### src/rtl/proc_param_if.sv
// Processor handshake and display bus: Run/DIN in from the instruction
// source, Done/BusWires/Zflag out to the lab top and board display.
interface proc_param_if #(
   parameter int N = 16
);
   logic         Run;
   logic [N-1:0] DIN;
   logic         Done;
   logic [N-1:0] BusWires;
   logic         Zflag;

   // Instruction/data source side
   modport master (
      output Run, DIN,
      input  Done, BusWires, Zflag
   );

   // Processor side
   modport slave (
      input  Run, DIN,
      output Done, BusWires, Zflag
   );
endinterface

### src/rtl/proc_param.sv
// Parametrised multi-cycle lab processor: one shared bus, 2**RB registers,
// A/G accumulator pair, zero flag and a T0..T3 step controller.
// Instruction format (DIN[IW-1:0] in T0): III XX..X YY..Y.
module proc_param #(
   parameter int N  = 16,
   parameter int RB = 3
) (
   input  logic        Clock,
   input  logic        Reset,
   proc_param_if.slave bus_if
);
   localparam int IW = 3 + 2*RB;
   localparam int NR = 2**RB;
   localparam int SW = $clog2(N);
   localparam logic [N-1:0] ONE = {{(N-1){1'b0}}, 1'b1};

   typedef enum logic [1:0] {T0, T1, T2, T3} step_e;
   typedef enum logic [2:0] {
      OP_MV   = 3'b000,
      OP_MVI  = 3'b001,
      OP_ADD  = 3'b010,
      OP_SUB  = 3'b011,
      OP_AND  = 3'b100,
      OP_XOR  = 3'b101,
      OP_MVNZ = 3'b110,
      OP_SLL  = 3'b111
   } op_e;
   typedef enum logic [1:0] {SRC_NONE, SRC_REG, SRC_G, SRC_DIN} src_e;

   // Architectural state
   step_e                step_q;
   logic [IW-1:0]        ir_q;
   logic [N-1:0]         a_q;
   logic [N-1:0]         g_q;
   logic                 z_q;
   logic [NR-1:0][N-1:0] r_q;

   // Decode and control
   op_e           op;
   logic [RB-1:0] rx, ry, rsel;
   src_e          src;
   logic          rin, ain, gin, done, is_alu;
   logic [N-1:0]  bus, alu;

   assign op     = op_e'(ir_q[IW-1 -: 3]);
   assign rx     = ir_q[2*RB-1 -: RB];
   assign ry     = ir_q[RB-1:0];
   // mv, mvi and mvnz finish in T1; everything else uses the A/G path
   assign is_alu = !(op inside {OP_MV, OP_MVI, OP_MVNZ});

   // Per-step control: bus source, register enables and Done
   always_comb begin
      src  = SRC_NONE;
      rsel = ry;
      rin  = 1'b0;
      ain  = 1'b0;
      gin  = 1'b0;
      done = 1'b0;
      case (step_q)
         T1: begin
            case (op)
               OP_MV: begin
                  src  = SRC_REG;
                  rin  = 1'b1;
                  done = 1'b1;
               end
               OP_MVI: begin
                  src  = SRC_DIN;
                  rin  = 1'b1;
                  done = 1'b1;
               end
               OP_MVNZ: begin
                  // Move is suppressed when Z is set, but the instruction still ends
                  src  = SRC_REG;
                  rin  = !z_q;
                  done = 1'b1;
               end
               default: begin
                  src  = SRC_REG;
                  rsel = rx;
                  ain  = 1'b1;
               end
            endcase
         end
         T2: begin
            if (is_alu) begin
               src = SRC_REG;
               gin = 1'b1;
            end
         end
         T3: begin
            if (is_alu) begin
               src  = SRC_G;
               rin  = 1'b1;
               done = 1'b1;
            end
         end
         default: ;
      endcase
   end

   // Shared bus mux; idles at zero when nothing drives it
   always_comb begin
      bus = '0;
      case (src)
         SRC_REG: bus = r_q[rsel];
         SRC_G:   bus = g_q;
         SRC_DIN: bus = bus_if.DIN;
         default: ;
      endcase
   end

   // ALU: A op bus, modulo 2**N; shift amount is the low log2(N) bus bits
   always_comb begin
      case (op)
         OP_ADD:  alu = a_q + bus;
         OP_SUB:  alu = a_q + ~bus + ONE;
         OP_AND:  alu = a_q & bus;
         OP_XOR:  alu = a_q ^ bus;
         OP_SLL:  alu = a_q << bus[SW-1:0];
         default: alu = bus;
      endcase
   end

   // Step controller and instruction register
   always_ff @(posedge Clock or posedge Reset) begin
      if (Reset) begin
         step_q <= T0;
         ir_q   <= '0;
      end else begin
         case (step_q)
            T0: begin
               if (bus_if.Run) begin
                  ir_q   <= bus_if.DIN[IW-1:0];
                  step_q <= T1;
               end
            end
            T1:      step_q <= done ? T0 : T2;
            T2:      step_q <= T3;
            default: step_q <= T0;
         endcase
      end
   end

   // Datapath registers: A, G/Z and the register file (only rX is ever written)
   always_ff @(posedge Clock or posedge Reset) begin
      if (Reset) begin
         a_q <= '0;
         g_q <= '0;
         z_q <= 1'b0;
         r_q <= '0;
      end else begin
         if (ain) a_q <= bus;
         if (gin) begin
            g_q <= alu;
            z_q <= (alu == '0);
         end
         if (rin) r_q[rx] <= bus;
      end
   end

   assign bus_if.Done     = done;
   assign bus_if.BusWires = bus;
   assign bus_if.Zflag    = z_q;
endmodule
### src/flat_wrapper.sv
// flat-port wrapper written by rule: the top's interface ports become plain ports
module proc_param_flat 
#(
   parameter int N  = 16,
   parameter int RB = 3
)
  (Clock, Reset, bus_if_Run, bus_if_DIN, bus_if_Done, bus_if_BusWires, bus_if_Zflag);
  proc_param_if #(.N(N)) bus_if_i ();
  input  logic Clock;
  input  logic Reset;
  input wire logic [$bits(bus_if_i.Run)-1:0] bus_if_Run;
  input wire logic [$bits(bus_if_i.DIN)-1:0] bus_if_DIN;
  output wire logic [$bits(bus_if_i.Done)-1:0] bus_if_Done;
  output wire logic [$bits(bus_if_i.BusWires)-1:0] bus_if_BusWires;
  output wire logic [$bits(bus_if_i.Zflag)-1:0] bus_if_Zflag;
  assign bus_if_i.Run = bus_if_Run;
  assign bus_if_i.DIN = bus_if_DIN;
  assign bus_if_Done = bus_if_i.Done;
  assign bus_if_BusWires = bus_if_i.BusWires;
  assign bus_if_Zflag = bus_if_i.Zflag;
  proc_param #(.N(N), .RB(RB)) u_core (.Clock(Clock), .Reset(Reset), .bus_if(bus_if_i));
endmodule
### config.mk
export PLATFORM = sky130hd
export DESIGN_NAME = proc_param_flat
export DESIGN_NICKNAME = d
export VERILOG_FILES = /design/src/rtl/proc_param_if.sv /design/src/rtl/proc_param.sv /design/src/flat_wrapper.sv
export SDC_FILE = /design/constraint.sdc
export NUM_CORES = 1
export LEC_CHECK = 0
export ABC_CLOCK_PERIOD_IN_PS = 15500
export BUFFER_PORTS_ARGS = -buffer_cell sky130_fd_sc_hd__buf_2
export CAP_MARGIN = 20
export CORE_AREA = 2 2 134 136
export CTS_CLUSTER_SIZE = 14
export DETAILED_ROUTE_END_ITERATION = 10
export DIE_AREA = 0 0 136 138
export PLACE_DENSITY = 0.82
export SYNTH_ARGS = -nofsm -noshare
export SYNTH_HDL_FRONTEND = slang
export SYNTH_SLANG_ARGS = --single-unit
### constraint.sdc
create_clock -name Clock -period 15.5 [get_ports Clock]
set_clock_uncertainty 0.05 [all_clocks]
set_input_delay 0.775 -clock Clock [delete_from_list [all_inputs] [get_ports Clock]]
set_output_delay 0.775 -clock Clock [all_outputs]
set_load 0.01 [all_outputs]
After elaboration in Yosys (flattened, before gate mapping)
Cells that the tools add are included.
Storage, ports and cells
  word-level logic and storage cells: 70
  output and inout port bits: 18
  flip-flop bits (word level): 172
Operators by class
  muxes and demuxes: 24
  $add $sub $neg: 3
  bitwise operators: 3
  shift operators: 1
  magnitude comparators: 3
  equality and inequality tests: 14
  reduce and logical (&&, ||, !) cells: 9
Operators with widths (count)
  $bwmux W128: 1
  $pmux W16 S5: 1
  $bmux W16 S3: 1
  $demux W16 S3: 1
  $pmux W16 S3: 1
  $add A16 B16 Y16: 2
  $mux W16: 2
  $add A16 B1 Y16 const B: 1
  $and A16 B16 Y16: 1
  $logic_not A16 Y1: 1
  $not A16 Y16: 1
  $shl A16 B4 Y16: 1
  $xor A16 B16 Y16: 1
  $eq A3 B3 Y1 const B: 4
  $pmux W2 S3: 2
  $eq A2 B2 Y1 const B: 4
  $lt A3 B4 Y1 const B: 2
  $mux W2: 4
  $eq A3 B2 Y1 const B: 2
  $mux W1: 6
  $mux W3: 2
  $pmux W1 S2: 3
  $eq A2 B1 Y1 const B: 2
  $eq A3 B1 Y1 const B: 1
  other kinds (10): 10

Longest topological paths before layout
  word-level depth: 12
  mapped depth: 27
  gate-level depth less buffers: 22

Least setup slack after synthesis
No wires, ideal clock.
  path kind: register -> register
  from: register u_core.ir_q[6]
  to: register u_core.z_q, in the netlist u_core.bus_if.Zflag
  cell stages (with the launch flop): 27
  required time: 15.355 ns
  clock period less this slack: 5.541 ns
  arrival: 5.396 ns
  slack: 9.959 ns
  path through: dfrtp_1 -> buf_4 -> and3b_4 -> buf_6 -> o31ai_4 -> and2_1 -> clkbuf_1 -> clkbuf_1 -> nand2_1 -> nand3_1 -> nand3_1 -> a21oi_1 -> a221oi_1 -> clkbuf_1 -> inv_1 -> ha_1 -> a2111o_1 -> a31oi_1 -> o21ai_0 -> a2111oi_0 -> nor2_1 -> xnor2_1 -> a221oi_1 -> o311ai_1 -> a2111oi_0 -> nand4_1 -> o32ai_2
Between the ends
  longest elaborated chain between the ends: 12
  elaborated cells on any way between the ends: 33
Ends and longest elaborated chain
  start, declared: line proc_param.sv:32  | logic [IW-1:0] ir_q;
  start signal, assigned: line proc_param.sv:134  | ir_q <= bus_if.DIN[IW-1:0];
  $eq A3 B3 Y1 (tied with other cells): line proc_param.sv:49, proc_param.sv:61
  $reduce_or A3 Y1 (no source line)
  $mux W3: line proc_param.sv:61  | case (op)
  $mux W3: line proc_param.sv:59  | case (step_q)
  $bmux W16 S3: line proc_param.sv:106  | SRC_REG: bus = r_q[rsel];
  $mux W16 (not written as such): line proc_param.sv:106
  $pmux W16 S3 (*): line proc_param.sv:105  | case (src)
  via bus_if_BusWires[4]: line flat_wrapper.sv:14  | output wire logic [$bits(bus_if_i.BusWires)-1:0] bus_if_BusWires;
  $not A16 Y16: line proc_param.sv:117  | OP_SUB: alu = a_q + ~bus + ONE;
  $add A16 B16 Y16: line proc_param.sv:117
  $add A16 B1 Y16: line proc_param.sv:117
  $pmux W16 S5 (*): line proc_param.sv:115  | case (op)
  $logic_not A16 Y1 (*): line proc_param.sv:156  | z_q <= (alu == '0);
  end signal, assigned: line proc_param.sv:156
  end, declared: line proc_param.sv:35  | logic z_q;
Mark *: on every way through the listed nets, which the timed path passes. The rest lies on a longest branch. The select of a mux whose other input is x is not followed.
A chain may end at the register's enable or synchronous reset.

Worst setup path in the final report
  from: register u_core.ir_q[8]
  to: register u_core.z_q, in the netlist u_core.bus_if.Zflag
Between the ends
  longest elaborated chain between the ends: 12
  elaborated cells on any way between the ends: 33
Ends and longest elaborated chain (line)
  $eq A3 B3 Y1 (tied with other cells): proc_param.sv:49, proc_param.sv:61
  $reduce_or A3 Y1 (no source line)
  $mux W3: proc_param.sv:61
  $mux W3: proc_param.sv:59
  $bmux W16 S3: proc_param.sv:106
  $mux W16 (not written as such): proc_param.sv:106
  $pmux W16 S3: proc_param.sv:105
  $not A16 Y16: proc_param.sv:117
  $add A16 B16 Y16: proc_param.sv:117
  $add A16 B1 Y16: proc_param.sv:117
  $pmux W16 S5: proc_param.sv:115
  $logic_not A16 Y1: proc_param.sv:156
Parallel ways exist; a longest one is shown, timed or not. The select of a mux whose other input is x is not followed.

==> flow_summary.json <==
{
  "ant_nets": 0,
  "regArea_mm2": 0.00430,
  "cts_tree": "done",
  "rsz0062_at_grt": "no",
  "arrival_ns": 8.43,
  "cts-resized-gates": 0,
  "start_kind": "flop",
  "io_pins": 37,
  "wl_per_cell_um": 23.3,
  "fp.dieArea_mm2": 0.0188,
  "holdBufCountCts": 0,
  "hold_viol_final": 0,
  "grt_pass1_wl_mm": 57.3,
  "grt_max_degree": 89,
  "timing.setup.tns_ns": 0,
  "startpoint": "u_core.ir_q[8]",
  "crit_path_max_fanout": 29,
  "clk_pin_slew_ns": 0.08,
  "postSynthCellCount": 1346,
  "synth_common_cells": "172 x dfrtp_1, 172 x nand2_1, 163 x nor2_1",
  "track_usage": 0.397,
  "die_height_um": 138,
  "yosysUniqueCellTypes": 85,
  "synth_area_leaders": "dfrtp_1 39%, a21oi_1 7.2%, nand2_1 5.8%",
  "drt_first_pass_iters": 6,
  "slew_viol_final": 0,
  "detailedPlacementHpwl_mm": 25.5,
  "async_reset_ff_frac": 1.00,
  "htreeDepth": 4,
  "vias": 10600,
  "cts.sinks": 172,
  "avgSynthCellArea_um2": 8.25,
  "final-setup-viol-count": 0,
  "drive_gt1_frac": 0.108,
  "top_usage_layer": "met2",
  "reg2reg_from": "u_core.ir_q[8]",
  "cts.path.max_buffers": 2,
  "core_mm2": 0.0175,
  "synth_edf_count": 0,
  "antenna_found_initial": 0,
  "ys_ff_latch": 172,
  "synth_area_mm2": 0.0111,
  "routabilityCongestion": 1.03,
  "drt-initial-drc-count": 1220,
  "avgViaCountPerCell": 6.77,
  "netlist.area_leader.share": 0.388,
  "maxSlewHeadroom": 0.249,
  "cts_setup_buffers": 0,
  "multi_input_comb_area_mm2": 0.00622,
  "status": "complete, no violations",
  "worstMarginPinSlew_ns": 1.13,
  "wirelength_mm": 36.6,
  "yosys_warnings": 0,
  "drv_cap": 0,
  "ys.flop_type": "dfrtp_1",
  "post-route-period-util": 0.524,
  "portBuffers": 36,
  "clk_latency_ns": 0.44,
  "root_buffer": "clkbuf_16",
  "worstPathRequired_ns": 15.81,
  "setup.worst_path.end_class": "flop",
  "hold_class": "in2async",
  "num-nets-final": 1384,
  "use_met3": 0.0909,
  "die_x_um": 136,
  "cts_inserted_buffers": 17,
  "path_class": "reg2reg",
  "ys_seq_area_frac": 0.388,
  "drc": 0,
  "rows": 49,
  "diodes": 0,
  "syn_nets": 1404,
  "grt_overflow": 0,
  "yosys.area.top_type": "dfrtp_1",
  "start_util": 0.633,
  "fmax_mhz": 123,
  "fillers": 1481,
  "grt_use_met1": 0.559,
  "fin_crit_ns": 8.13,
  "area_delta_synth_final_pct": 7.95,
  "globalRouteMet2Util": 0.602,
  "grt_pass1_vias": 10100
}
==> kinds of logic after synthesis <==
kind of cell,synth area share
adders and majority gates,0.0453
muxes,0.0651
AOI/OAI and AO/OA,0.232
buffers and inverters,0.0549
and+or+nand+nor,0.202
DFF,0.388
xor gates and xnor gates,0.0134
==> sequential cells by signal, summed over array words and instances (netlist names) <==
register,flops
u_core.r_q,128
u_core.ir_q,9
u_core.g_q,16
u_core.bus_if.Zflag,1
u_core.a_q,16
u_core.step_q,2
==> worst paths after layout <==
check                           slack, ns  cells after the start             endpoint
worst max register to register       7.37                     19  u_core.bus_if.Zflag
worst min register to register       0.44                      2        u_core.r_q[9]
max in group asynchronous           13.78                      4        u_core.g_q[6]
worst max-delay path                 7.37                     19  u_core.bus_if.Zflag
worst min-delay path                 0.41                      2       u_core.r_q[41]
min in group Clock                   0.44                      2        u_core.r_q[9]
==> cell type report <==
cell class / count / area share
Inverter: 43 / 0.0139
Clock buffer: 17 / 0.0355
Multi-Input combinational cell: 1027 / 0.519
Clock inverter: 15 / 0.0145
Sequential cell: 172 / 0.359
Tap cell: 229 / 0.0239
Timing Repair Buffer: 65 / 0.0346
==> worst max-delay path, stage by stage, from the launching register on <==
cell	delay, ns
dfrtp_1	1.09
nand3b_1	0.70
nand4_1	0.64
nand2_1	0.63
nand2_1	0.31
a32o_1	0.26
and2_1	0.61
inv_2	0.25
ha_1	0.36
a2111o_1	0.38
a31oi_1	0.27
o21ai_0	0.16
a2111oi_0	0.67
nor2_1	0.13
xnor2_1	0.16
a221oi_1	0.34
o311ai_1	0.21
a2111oi_0	0.42
nand4_1	0.16
o32ai_2	0.22
==> layout by cell type (no fill, tap or decap), types with 5 or more instances in the layout <==
cell type / netlist / final
mux2_2: 15 / 15
a22oi_1: 10 / 10
a31oi_1: 18 / 18
a21oi_1: 159 / 159
o221ai_1: 7 / 7
nor3_1: 15 / 14
a221oi_1: 10 / 10
nor2b_1: 10 / 10
a32oi_1: 10 / 10
nor2_2: 1 / 9
nand2_1: 172 / 172
a211oi_1: 14 / 14
o22ai_1: 9 / 9
o21ai_0: 72 / 72
nand3_1: 72 / 72
a311oi_1: 5 / 5
nor2_1: 163 / 155
nand2b_1: 14 / 14
mux2i_1: 52 / 52
and3_1: 10 / 10
xnor2_1: 14 / 14
buf_2: 15 / 36
nand4_1: 15 / 15
a21o_1: 7 / 7
clkbuf_16: 0 / 17
ha_1: 37 / 37
dfrtp_1: 172 / 172
inv_1: 33 / 32
o211ai_1: 12 / 12
nor4_1: 9 / 9
clkinv_8: 0 / 5
clkinv_1: 6 / 6
buf_4: 6 / 27
a221o_1: 7 / 7
==> through the flow <==
step	util	setup WS, ns	cells	instance area, µm²	hold slack (ns)
6_report	0.684	7.37	1568	12000	0.406
2_1_floorplan	-	9.96	1346	11100	0.399
5_1_grt	0.684	6.79	1568	12000	0.457
3_3_place_gp	0.648	7.66	1534	11400	0.412
4_1_cts	0.682	7.42	1566	12000	0.439
3_5_place_dp	0.648	7.44	1534	11400	0.420
==> routing by layer <==
| metal | part of all wire | vias up |
|---|---|---|
| li1 | - | 4783 |
| met2 | 0.45 | 636 |
| met3 | 0.099 | 104 |
| met1 | 0.41 | 5089 |
| met5 | 0 | - |
| met4 | 0.035 | 0 |
Power is not shown: default switching activity piles up to over one toggle a cycle in this logic, so the estimate is an artifact.
